## src/rtl/seq_gen_pkg.sv

```systemverilog
// Shared types for the serial pattern generator: FSM state encoding.
package seq_gen_pkg;

  localparam int ST_W = 3;

  typedef enum logic [ST_W-1:0] {
    IDLE = 3'd0,
    SEND = 3'd1,
    PAR  = 3'd2,
    GAP  = 3'd3,
    DONE = 3'd4
  } state_t;

endpackage

```

## src/rtl/seq_gen_moore_if.sv

```systemverilog
// Request/status bundle between a job requester (master) and seq_gen_moore (slave).
// 'repeat' is a reserved word, so the repetition count is carried on repeat_n.
interface seq_gen_moore_if #(
  parameter int PAT_W = 4,
  parameter int CNT_W = 4,
  parameter int GAP_W = 4
);
  logic             start;
  logic             abort;
  logic [PAT_W-1:0] pattern;
  logic [CNT_W-1:0] repeat_n;
  logic [GAP_W-1:0] gap;
  logic             sequence_out;
  logic             sequence_valid;
  logic             busy;
  logic             done;

  modport master (
    output start, abort, pattern, repeat_n, gap,
    input  sequence_out, sequence_valid, busy, done
  );

  modport slave (
    input  start, abort, pattern, repeat_n, gap,
    output sequence_out, sequence_valid, busy, done
  );
endinterface

```

## src/rtl/seq_gen_moore_piso.sv

```systemverilog
// Parallel-in serial-out register: load has priority over shift, shifts left, exposes MSB.
module seq_piso #(
  parameter int W = 4
) (
  input  logic         clock,
  input  logic         reset,
  input  logic         load,
  input  logic         shift,
  input  logic [W-1:0] din,
  output logic         msb
);

  logic [W-1:0] q;

  always_ff @(posedge clock) begin
    if (!reset)     q <= '0;
    else if (load)  q <= din;
    else if (shift) q <= {q[W-2:0], 1'b0};
  end

  assign msb = q[W-1];

endmodule

```

## src/rtl/seq_gen_moore.sv

```systemverilog
// Moore serial pattern generator feeding the sequence detector: MSB-first, N repeats, idle gaps.
// Build option: define SEQ_GEN_PARITY_EN to append an even-parity bit after each repetition.
module seq_gen_moore
  import seq_gen_pkg::*;
#(
  parameter int PAT_W = 4,
  parameter int CNT_W = 4,
  parameter int GAP_W = 4
) (
  input  logic           clock,
  input  logic           reset,
  seq_gen_moore_if.slave bus
);

  localparam int              BC_W     = (PAT_W > 2) ? $clog2(PAT_W) : 1;
  localparam logic [BC_W-1:0] BIT_LAST = BC_W'(PAT_W - 1);

  state_t           st;
  logic [BC_W-1:0]  bit_cnt;
  logic [CNT_W-1:0] rep_cnt;
  logic [GAP_W-1:0] gap_q;
  logic [GAP_W-1:0] gap_cnt;
  logic [PAT_W-1:0] pat_q;
`ifdef SEQ_GEN_PARITY_EN
  logic             par_q;
`endif

  logic             msb;
  logic             rep_end;
  logic             last_rep;
  logic             piso_load;
  logic             piso_shift;
  logic [PAT_W-1:0] piso_din;

  // End of a repetition: last data bit, or the parity bit when enabled.
  always_comb begin
`ifdef SEQ_GEN_PARITY_EN
    rep_end    = !bus.abort && (st == PAR);
`else
    rep_end    = !bus.abort && (st == SEND) && (bit_cnt == '0);
`endif
    last_rep   = (rep_cnt == CNT_W'(1));
    piso_load  = ((st == IDLE) && bus.start) || (rep_end && !last_rep);
    piso_din   = (st == IDLE) ? bus.pattern : pat_q;
    piso_shift = (st == SEND) && !bus.abort;
  end

  seq_piso #(.W(PAT_W)) u_piso (
    .clock (clock),
    .reset (reset),
    .load  (piso_load),
    .shift (piso_shift),
    .din   (piso_din),
    .msb   (msb)
  );

  always_ff @(posedge clock) begin
    if (!reset) begin
      st      <= IDLE;
      bit_cnt <= '0;
      rep_cnt <= '0;
      gap_q   <= '0;
      gap_cnt <= '0;
      pat_q   <= '0;
`ifdef SEQ_GEN_PARITY_EN
      par_q   <= 1'b0;
`endif
    end else if (bus.abort && (st != IDLE)) begin
      st <= IDLE;
    end else begin
      case (st)
        IDLE: if (bus.start) begin
          pat_q   <= bus.pattern;
          rep_cnt <= bus.repeat_n;
          gap_q   <= bus.gap;
          bit_cnt <= BIT_LAST;
`ifdef SEQ_GEN_PARITY_EN
          par_q   <= ^bus.pattern;
`endif
          st      <= (bus.repeat_n == '0) ? DONE : SEND;
        end
        SEND: begin
          if (bit_cnt != '0) bit_cnt <= bit_cnt - 1'b1;
`ifdef SEQ_GEN_PARITY_EN
          else               st      <= PAR;
`endif
        end
`ifdef SEQ_GEN_PARITY_EN
        PAR: ;
`endif
        GAP: begin
          gap_cnt <= gap_cnt - 1'b1;
          if (gap_cnt == GAP_W'(1)) st <= SEND;
        end
        DONE:    st <= IDLE;
        default: st <= IDLE;
      endcase

      // Repetition wrap-up overrides the per-state updates above.
      if (rep_end) begin
        rep_cnt <= rep_cnt - 1'b1;
        bit_cnt <= BIT_LAST;
        if (last_rep) st <= DONE;
        else if (gap_q != '0) begin
          st      <= GAP;
          gap_cnt <= gap_q;
        end else st <= SEND;
      end
    end
  end

  always_comb begin
    bus.sequence_out = 1'b0;
    if (st == SEND) bus.sequence_out = msb;
`ifdef SEQ_GEN_PARITY_EN
    if (st == PAR)  bus.sequence_out = par_q;
    bus.sequence_valid = (st == SEND) || (st == PAR);
`else
    bus.sequence_valid = (st == SEND);
`endif
  end

  assign bus.busy = (st != IDLE);
  assign bus.done = (st == DONE);

endmodule
```

## src/flat_wrapper.sv

```systemverilog
// flat-port wrapper written by rule: the top's interface ports become plain ports
module seq_gen_moore_flat import seq_gen_pkg::*;
#(
  parameter int PAT_W = 4,
  parameter int CNT_W = 4,
  parameter int GAP_W = 4
)
  (clock, reset, bus_start, bus_abort, bus_pattern, bus_repeat_n, bus_gap, bus_sequence_out, bus_sequence_valid, bus_busy, bus_done);
  seq_gen_moore_if #(.PAT_W(PAT_W), .CNT_W(CNT_W), .GAP_W(GAP_W)) bus_i ();
  input  logic clock;
  input  logic reset;
  input wire logic [$bits(bus_i.start)-1:0] bus_start;
  input wire logic [$bits(bus_i.abort)-1:0] bus_abort;
  input wire logic [$bits(bus_i.pattern)-1:0] bus_pattern;
  input wire logic [$bits(bus_i.repeat_n)-1:0] bus_repeat_n;
  input wire logic [$bits(bus_i.gap)-1:0] bus_gap;
  output wire logic [$bits(bus_i.sequence_out)-1:0] bus_sequence_out;
  output wire logic [$bits(bus_i.sequence_valid)-1:0] bus_sequence_valid;
  output wire logic [$bits(bus_i.busy)-1:0] bus_busy;
  output wire logic [$bits(bus_i.done)-1:0] bus_done;
  assign bus_i.start = bus_start;
  assign bus_i.abort = bus_abort;
  assign bus_i.pattern = bus_pattern;
  assign bus_i.repeat_n = bus_repeat_n;
  assign bus_i.gap = bus_gap;
  assign bus_sequence_out = bus_i.sequence_out;
  assign bus_sequence_valid = bus_i.sequence_valid;
  assign bus_busy = bus_i.busy;
  assign bus_done = bus_i.done;
  seq_gen_moore #(.PAT_W(PAT_W), .CNT_W(CNT_W), .GAP_W(GAP_W)) u_core (.clock(clock), .reset(reset), .bus(bus_i));
endmodule
```

## config.mk

```make
export PLATFORM = sky130hd
export DESIGN_NAME = seq_gen_moore_flat
export DESIGN_NICKNAME = d
export VERILOG_FILES = /design/src/rtl/seq_gen_pkg.sv /design/src/rtl/seq_gen_moore_if.sv /design/src/rtl/seq_gen_moore_piso.sv /design/src/rtl/seq_gen_moore.sv /design/src/flat_wrapper.sv
export SDC_FILE = /design/constraint.sdc
export NUM_CORES = 1
export LEC_CHECK = 0
export BUFFER_PORTS_ARGS = -buffer_cell sky130_fd_sc_hd__buf_2
export CAP_MARGIN = 20
export CORE_UTILIZATION = 25
export CTS_CLUSTER_DIAMETER = 100
export DETAILED_ROUTE_END_ITERATION = 16
export SLEW_MARGIN = 30
export SYNTH_ARGS = -nofsm -noshare
export SYNTH_HDL_FRONTEND = slang
export SYNTH_HIERARCHICAL = 1
export SYNTH_SLANG_ARGS = --single-unit
```

## constraint.sdc

```tcl
create_clock -name clock -period 5.42 [get_ports clock]
set_input_delay 0.542 -clock clock [delete_from_list [all_inputs] [get_ports clock]]
set_output_delay 0.542 -clock clock [all_outputs]
set_load 0.005 [all_outputs]
```

; ---- After elaboration in Yosys (flattened, before gate mapping)
; Index checks and enable logic that the tools add are counted.
[op_classes]
bitwise_logic = 2
n_eq_ne = 9
reduce_logical = 23
muxes = 22
add_sub_neg = 3
[op_table]
columns = operator, count
row1 = 4-bit two-way mux, 10
row2 = 3-bit two-way mux, 5
row3 = 3-bit case mux with 3 select lines, 1
row4 = 3-bit AND reduction, 3
row5 = "4-bit by 1-bit equality test with 1-bit output, second input constant", 2
row6 = 2-bit two-way mux, 4
row7 = 2-bit nonzero test, 4
row8 = "4-bit by 1-bit subtractor with 4-bit output, second input constant", 2
row9 = "3-bit by 1-bit inequality test with 1-bit output, second input constant", 2
row10 = 3-bit nonzero test, 2
row11 = 1-bit logical AND, 5
row12 = 4-bit logical NOT, 1
row13 = 2-bit case mux with 2 select lines, 1
row14 = 4-bit AND reduction, 1
row15 = 4-bit nonzero test, 1
row16 = "3-bit by 1-bit equality test with 1-bit output, second input constant", 1
row17 = "3-bit by 2-bit equality test with 1-bit output, second input constant", 1
row18 = "3-bit equality test, second input constant", 1
row19 = 3-bit logical NOT, 1
row20 = "3-bit by 2-bit inequality test with 1-bit output, second input constant", 1
row21 = 1-bit logical NOT, 2
row22 = 2-bit logical NOT, 1
row23 = "2-bit by 1-bit inequality test with 1-bit output, second input constant", 1
row24 = 1-bit NOT, 2
row25 = other kinds (4), 4
[totals]
output_inout_bits = 4
ff_bits = 25
input_bits = 16
word_cells = 66

; ---- Logic depth before layout (Yosys ltp)
; Gate-level depths: netlist of run 1.
[depth]
word_depth = 6
depth_mapped = 8
ltp_nobuf = 7

; ---- By module
; The synthesis of run 1 kept the hierarchy.
[modules_own_cells]
columns = module, n_inst, area_per_inst_um2, seq_area_each_um2, cells_each
row1 = seq_gen_moore, 1, 1203.7, 420.4, 151
row2 = seq_piso, 1, 186.4, 80.1, 16

; ---- Worst setup path before layout of run 1
; OpenSTA, ideal clock, no wires.
[synth_path]
path_kind = register to register
startpoint = reg u_core.rep_cnt[1]
endpoint = reg u_core.u_piso.q[0]
n_path_buf = 1
setup_slack_ns = 3.382
required_ns = 5.350
t_arrival_ns = 1.968
stages_incl_launch_ff = 9
cell_sequence = dfxtp_1 > inv_1 > ha_1 > or3b_1 > and3_1 > buf_2 > or2_2 > or3b_1 > a21boi_1
[synth_via]
elab_chain_len = 5
word_cells_on_any_way = 6
cone_classes = eq/ne (1) / mux (1) / reduce/logical (4)
[synth_lines]
columns = element, line
row1 = from (decl), seq_gen_moore.sv:20  ; logic [CNT_W-1:0] rep_cnt;
row2 = from (signal assigned), seq_gen_moore.sv:74  ; rep_cnt <= bus.repeat_n;
row3 = from (signal assigned), seq_gen_moore.sv:101  ; rep_cnt <= rep_cnt - 1'b1;
row4 = 4-bit by 1-bit equality test with 1-bit output (*), seq_gen_moore.sv:42  ; last_rep = (rep_cnt == CNT_W'(1));
row5 = 1-bit logical NOT (*), seq_gen_moore.sv:43  ; piso_load = ((st == IDLE) && bus.start) || (rep_end && !last_rep);
row6 = 1-bit logical AND (*), seq_gen_moore.sv:43
row7 = 1-bit logical OR (*), seq_gen_moore.sv:43
row8 = via u_core.piso_load, seq_gen_moore.sv:31  ; logic piso_load;
row9 = 4-bit two-way mux / 2-bit nonzero test (equally long branches), --
row10 = to (signal assigned), seq_gen_moore_piso.sv:17  ; else if (load) q <= din;
row11 = to (signal assigned), seq_gen_moore_piso.sv:18  ; else if (shift) q <= {q[W-2:0], 1'b0};
row12 = to (decl), seq_gen_moore_piso.sv:13  ; logic [W-1:0] q;
; The timed path passes the listed nets; every way through them passes the cells marked *.
; A chain may end at the register's enable or synchronous reset.

; ---- Final worst setup path of run 1
[layout_path]
startpoint = reg u_core.st[1]
endpoint = reg u_core.u_piso.q[3]
[layout_via]
elab_chain_len = 6
word_cells_on_any_way = 10
cone_classes = eq/ne (1) / mux (2) / reduce/logical (7)
[layout_lines]
columns = element, line
row1 = from (decl), seq_gen_moore.sv:18  ; state_t st;
row2 = from (signal assigned), seq_gen_moore.sv:80  ; st <= (bus.repeat_n == '0) ? DONE : SEND;
row3 = 3-bit by 1-bit equality test with 1-bit output, seq_gen_moore.sv:40  ; rep_end = !bus.abort && (st == SEND) && (bit_cnt == '0);
row4 = 1-bit logical AND (2 in a row), seq_gen_moore.sv:40
row5 = 1-bit logical AND, seq_gen_moore.sv:43
row6 = 1-bit logical OR (*), seq_gen_moore.sv:43
row7 = via u_core.piso_load, seq_gen_moore.sv:31
row8 = 4-bit two-way mux / 2-bit nonzero test (equally long branches), --
; Marks and branches as above.

==> results of run 1 <==
==> layout by cell type (no fill, tap or decap), types with 2 or more instances in the layout <==
cell	count
a21boi_0	3
a21boi_1	3
a21oi_1	7
a311oi_1	2
a31oi_1	5
a32oi_1	3
and2_1	3
and3_1	2
buf_2	19
clkbuf_8	3
dfxtp_1	25
ha_1	5
inv_1	10
mux2_2	5
nand2_1	39
nand4_1	2
nor2_1	3
nor2b_1	2
nor3_1	4
nor3b_1	2
o211a_1	3
o21ai_0	3
or2b_1	3
or3b_1	2
or4_1	2
==> where the power goes <==
part	switching, µW	internal (µW)	total (µW)
clock network	62.5	52.2	115
registers	24.6	210	235
logic	89.5	69.4	159
==> registers in the layout (all words and copies together), names as in the netlist <==
signal	count
u_core/gap_cnt	4
u_core/gap_q	4
u_core/pat_q	4
u_core/rep_cnt	4
u_core/u_piso/q	4
u_core/st	3
u_core/bit_cnt	2
==> layout make-up <==
| class | instances | area [µm²] | area share |
|---|---|---|---|
| inverter | 12 | 45.0 | 0.0284 |
| sequential | 25 | 500 | 0.316 |
| multi-input combinational | 123 | 807 | 0.509 |
| clock inverter | 1 | 7.51 | 0.00474 |
| clock buffer | 3 | 41.3 | 0.0261 |
| timing repair buffer | 19 | 95.1 | 0.0600 |
| tap | 70 | 87.6 | 0.0553 |
==> cells by family (layout without fill, tap and decap cells) <==
family          after synthesis  after routing  synth area share
simple gates                 72             72             0.275
compound gates               40             40             0.214
flops                        25             25             0.360
buf+inv                      19             35            0.0594
fa+ha+maj                     5              5            0.0450
mux                           5              5            0.0405
xor+xnor                      1              1           0.00630
==> per-layer routing <==
layer | global-route usage | vias up
met1 | 0.160 | 588
met5 | 0 | -
met4 | 0.0365 | 0
met2 | 0.187 | 36
met3 | 0.0299 | 2
li1 | - | 629
==> worst paths after layout <==
check | startpoint | end
max | u_core/st[1] | u_core/u_piso/q[3]
min | u_core/pat_q[0] | u_core/pat_q[0]
min reg2reg | u_core/pat_q[0] | u_core/pat_q[0]
max reg2reg | u_core/st[1] | u_core/u_piso/q[3]
==> cells in the mapped netlist, types with 3 or more instances <==
| master | number | area share |
|---|---|---|
| nand2_1 | 39 | 0.11 |
| dfxtp_1 | 25 | 0.36 |
| inv_1 | 10 | 0.027 |
| a21oi_1 | 7 | 0.025 |
| a31oi_1 | 5 | 0.023 |
| ha_1 | 5 | 0.045 |
| mux2_2 | 5 | 0.041 |
| nor3_1 | 4 | 0.014 |
| a21boi_0 | 3 | 0.016 |
| a21boi_1 | 3 | 0.016 |
| a32oi_1 | 3 | 0.019 |
| and2_1 | 3 | 0.014 |
| buf_2 | 3 | 0.011 |
| nor2_1 | 3 | 0.0081 |
| o211a_1 | 3 | 0.022 |
| o21ai_0 | 3 | 0.011 |
| or2b_1 | 3 | 0.016 |
==> worst reg2reg max path, cell delays in order, from the launching register on <==
cell	delay, ps
dfxtp_1	450
nor3_4	380
and2_0	730
or2_2	310
or2b_1	240
o211a_1	120
==> through the flow <==
step,hold WS (ps),total power [µW],worst slack [ps]
3_3_place_gp,444,394,3200
6_report,462,508,3090
5_1_grt,488,546,2940
3_5_place_dp,450,398,3120
4_1_cts,463,514,3100
2_1_floorplan,435,358,3380
==> metrics.md, run 1 <==
| Metric | Value |
|---|---|
| Status | complete, no violations |
| Cell area after layout | between 1500 and 2000 µm² |
| Met2 WL | 1470 µm |
| Final Net Count | 205 |
| Hpwl dp | 2430 µm |
| Max Cap Viol | 0 |
| Synth Instances | 167 |
| I/O pins | 20 |
| HP Class | flop to flop |
| CTS resizes | 0 |
| Number of antenna diodes | 0 |
| Post-synth EDFFs | 0 |
| CP endpoint kind | flop |
| Crit path buf inv count | 0 |
| Seq cells post-synth | 25 |
| Crit path cell chain | nor3_4 > and2_0 > or2_2 > or2b_1 > o211a_1 |
| Slowest stage delay, CP | around 730 ps |
| Core Util, Final | 0.302 |
| Post-CTS Setup Bufs | 0 |
| Hold Crit Depth | 2 |
| Worst Tran Pin Value | around 840 ps |
| WP data required | between 5000 and 6000 ps |
| Max Clock Freq | around 430 MHz |
| Worst-Skew Late Latency | approximately 270 ps |
| Die outline area | between 5000 and 6000 µm² |
| Placed cells | 249 |
| Deepest clock path buffer count | 2 |
| Critical Path AT | 2500 ps |
| Number of H-tree levels | 1 |
| Reg2reg setup slack | 3090 ps |
| Cts hold-fix bufs | 0 |
| Grt ovf | 0 |
| Initial antenna violation count | 0 |
| GRT Util Overall | 0.120 |
| Mean Syn Cell Area | around 8.3 µm² |
| CTS clk-pin slew, worst paths | ~90 ps |
| P_leak | 0.000648 µW |
| Synthesized area | about 1400 µm² |
| Async S/R FF share, synth | 0 |
| Area grow syn2layout | 14.0% |
| Final Setup Violations | 0 |
| Met1 wire length | about 1600 µm |
| Kind of critical path | flop to flop |
| CP max stage cell | and2_0 |
| Clock sinks | 25 |
| Post-Syn Nets | ~190 |
| Vias in the first global route | between 1,000 and 1,500 |
| Count of different cell masters after synthesis | 48 |
| Final setup TNS | 0 ps |
| # fillers | around 570 |
| Critical Path Stages | 5 |
| Startpoint types | flop |
| Root buf cell | clkbuf_8 |
| Pins Over Slew Limit | 0 |
| Final period utilization | 0.430 |
| Detailed-route via count | roughly 1,300 |
| Worst vdd ir | 126 µV |
| Post-route ant nets | 0 |
| Skew final | approximately 1.8 ps |
| Die W | 76.6 µm |
| Primary FF master, synth | dfxtp_1 |
| Router iterations before antenna repair | 4 |
| DRT iter0 DRCs | 53 |
| Post-synthesis sequential area ratio | 0.360 |
| Power Density | 321 nW/µm² |
| Top Metal Used | met4 |
| Post-layout min period | around 2300 ps |
| Routability cong. | 0.769 |
| Initial Util | 0.265 |
| Wire length on met3 | between 150 and 200 µm |
| Via-per-instance ratio | between 4 and 5 |
| Core area | ~5200 µm² |
| TritonCTS Buffers | 3 |
| Synth warnings | 6 |
| Final Hold Viols | 0 |
| Drt total wl | roughly 3300 µm |
| RSZ-0062 raised after global routing | no |
| Drt wl/cell | approximately 13 µm |
| DP Area | 1540 µm² |
| Cell family with most CP delay | simple AND/OR/NAND/NOR gates |
| Row Count | 26 |
| Residual DRC count | 0 |
| CP Max Fanout | 16 |
| Slew headroom | 0.438 |
| Share of cells above drive strength 1 | 0.180 |
| Global-route wire length before repair | around 5600 µm |
| Final non-filler cell total | 253 |
| Die height | 76.6 µm |
| Cells on worst reg2reg path | 5 |
| Largest net degree at the start of global routing | 19 |
| TritonCTS clock tree | done |
| Port Buf Inserts | 19 |
Power figures use the tool's default switching activity.
==> run 2: changes to the inputs <==
ABC_AREA = 1   (was default)
clock period = 1.94 ns   (was 5.42 ns; I/O delays follow)
==> run 2 against run 1 <==
Compared with the run above: sequential share of layout area down 1.7 points; synthesized cell count rose by 33%; sequential power increased to 2.9 times the previous value; global-route usage is 0.78 points lower; power grew to 3.3 times the previous value; combinational power rose to 4.4 times the previous value; setup slack got worse by 2800 ps; critical path type unchanged; largest cell class unchanged; largest power group unchanged.
==> metrics.md, run 2 <==
| Metric | Value |
|---|---|
| HP Class | input pin to flop |
| Synth Area in Adders | 0.0433 |
| Port Buf Inserts | 19 |
| Router iterations before antenna repair | 4 |
| Number of H-tree levels | 1 |
| WP data required | roughly 2100 ps |
| Most common cell after layout, fill and taps aside | nand2_1 |
| Crit path cell chain | inv_1 > ha_1 > nand4_1 > nor2_1 > nand2_1 > nand2_1 > nor2_2 > nand2_1 > nand3_1 > nand2_1 > inv_1 |
| CP endpoint kind | flop |
| Top cell type's share of synthesized area | 0.346 |
| TritonCTS Buffers | 3 |
| Deepest clock path buffer count | 2 |
| Met3 usage | 0.0326 |
| Power Density | between 1000 and 1500 nW/µm² |
| TritonCTS clock tree | done |
| Post-synthesis xor/xnor area fraction | 0.0182 |
| Post-synth EDFFs | 0 |
| Critical Path AT | approximately 1800 ps |
| Via-per-instance ratio | 4.35 |
| Global-route wire length before repair | 5280 µm |
| Max Clock Freq | a little over 600 MHz |
| Synth Area in Simple Gates | 0.330 |
| # fillers | between 600 and 700 |
| Synth area leaders | dfxtp_1 (35%), nand2_1 (12%), o21ai_0 (8.3%) |
| Share of cells above drive strength 1 | 0.169 |
| GR met1 Demand/Resource | 0.153 |
| Met2 usage | 0.167 |
| Slowest stage delay, CP | 330 ps |
| Seq cells post-synth | 25 |
| Yosys top cell by area | dfxtp_1 |
| Compound-Gate Fraction of Synth Area | 0.157 |
| Worst vdd ir | around 400 µV |
| Largest family of logic cells by synthesized area | simple AND/OR/NAND/NOR gates |
| Hpwl dp | 2470 µm |
| Total Power | roughly 1700 µW |
| Final Setup Violations | 0 |
| Mean Syn Cell Area | approximately 6.5 µm² |
| Crit-path most repeated cell | nand2_1 |
| Detailed-route via count | around 1,400 |
| Root buf cell | clkbuf_8 |
| Final Net Count | 265 |
| Die outline area | 6090 µm² |
| Initial Util | 0.261 |
| Async S/R FF share, synth | 0 |
| CP Max Fanout | 6 |
| Die height | between 70 and 80 µm |
| Max Cap Viol | 0 |
| Skew final | 10.3 ps |
| CTS resizes | 0 |
| Kind of critical path | flop to flop |
| Worst Tran Pin Value | 386 ps |
| Area grow syn2layout | 15.8% |
| CP max stage cell | dfxtp_1 |
| Initial antenna violation count | 0 |
| Synth warnings | 6 |
| Status | complete, no violations |
| Cts hold-fix bufs | 0 |
| Post-layout min period | ~1600 ps |
| Core Util, Final | 0.302 |
| Clock sinks | 25 |
| RSZ-0062 raised after global routing | no |
| Drt total wl | 3200 µm |
| Startpoint types | flop |
| Core area | 5540 µm² |
| Residual DRC count | 0 |
| I/O pins | 20 |
| Count of different cell masters after synthesis | 27 |
| Worst-Skew Late Latency | ~270 ps |
| Final setup TNS | 0 ps |
| Register area | 500 µm² |
| Synth top cells by count | nand2_1 (48), inv_1 (31), nor2_1 (30) |
| Most frequent cells in the layout | nand2_1 (48), inv_1 (31), nor2_1 (30), dfxtp_1 (25), o21ai_0 (24) |
| Post-synthesis sequential area ratio | 0.346 |
| Pins Over Slew Limit | 0 |
| Most common cell in the netlist | nand2_1 |
| Largest net degree at the start of global routing | 23 |
| Post-Syn Nets | 243 |
| Synthesized area | around 1400 µm² |
| Drt wl/cell | 10.2 µm |
| P_leak | 0.000798 µW |
| Primary FF master, synth | dfxtp_1 |
| Vias in the first global route | approximately 1,200 |
| GRT Util Overall | 0.112 |
| Final period utilization | 0.839 |
| Final Hold Viols | 0 |
| Mux contribution to synthesized area | 0 |
| Busiest grt layer | met2 |
| Area occupied by multi-input gates | approximately 790 µm² |
| CTS clk-pin slew, worst paths | roughly 90 ps |
| Row Count | 27 |
| DRT iter0 DRCs | 77 |
| Post-CTS Setup Bufs | 0 |
| WHS | approximately 170 ps |
| Die W | a little under 80 µm |
| Grt ovf | 0 |
| Synth Instances | between 200 and 250 |
| Number of antenna diodes | 0 |
| Slew headroom | 0.743 |
| Post-route ant nets | 0 |
| Routability cong. | roughly 0.74 |
==> run 2: changes by cell type in the layout (fill, tap and decap cells not counted), sizes merged, moves of 4 or more <==
cell	delta
mux2	-5
a31oi	-5
nor2	+31
a21oi	+7
o21ai	+24
inv	+23
and2	-4
nand3	+15
a21boi	-6
nand2	+12
==> run 2: cell families (layout without fill, tap and decap cells) <==
family,count (synthesis),in the layout
adder cells (fa/ha/maj),5,5
buffers and inverters,39,60
AO/OA/AOI/OAI,43,43
XOR/XNOR,3,3
AND/OR/NAND/NOR,107,107
flip-flops,25,25
==> run 2: path summary, 6_finish.rpt <==
check	start	to	slack, ps	depth (start not counted)
max	u_core/bit_cnt[0]	u_core/u_piso/q[1]	310	11
min	bus_gap[1]	u_core/gap_q[1]	170	3
max reg2reg	u_core/bit_cnt[0]	u_core/u_piso/q[1]	310	11
min reg2reg	u_core/pat_q[1]	u_core/pat_q[1]	460	2
==> run 2: per-stage QoR <==
step	area [µm²]	worst slack (ps)	instances
4_1_cts	1680	300	315
3_3_place_gp	1630	317	311
5_1_grt	1680	91.0	315
3_5_place_dp	1630	314	311
2_1_floorplan	1450	427	222
6_report	1680	313	315
==> run 2: report_power, final <==
group | switching [µW] | leakage (µW) | internal (µW)
Combinational | 436 | 0.000567 | 256
Clock | 169 | 0.0000255 | 144
Sequential | 73.0 | 0.000206 | 620
==> run 2: layer usage <==
layer  up-vias  wire length, µm
met5         -                0
met4         0               60
met3         4              178
met2        33             1350
met1       589             1620
li1        743                -
==> run 2: area by class of cell <==
cell class / count / area share
Clock buffer: 3 / 0.0246
Clock inverter: 1 / 0.00299
Inverter: 34 / 0.0762
Multi-Input combinational cell: 158 / 0.473
Sequential cell: 25 / 0.299
Tap cell: 72 / 0.0538
Timing Repair Buffer: 22 / 0.0702
==> run 2: worst max-delay path: cells and delay by family (launching register included) <==
| kind | cells | cell delay (ps) |
|---|---|---|
| buffers and inverters | 2 | 100 |
| and+or+nand+nor | 8 | 850 |
| adders and majority gates | 1 | 260 |
| DFF | 1 | 330 |
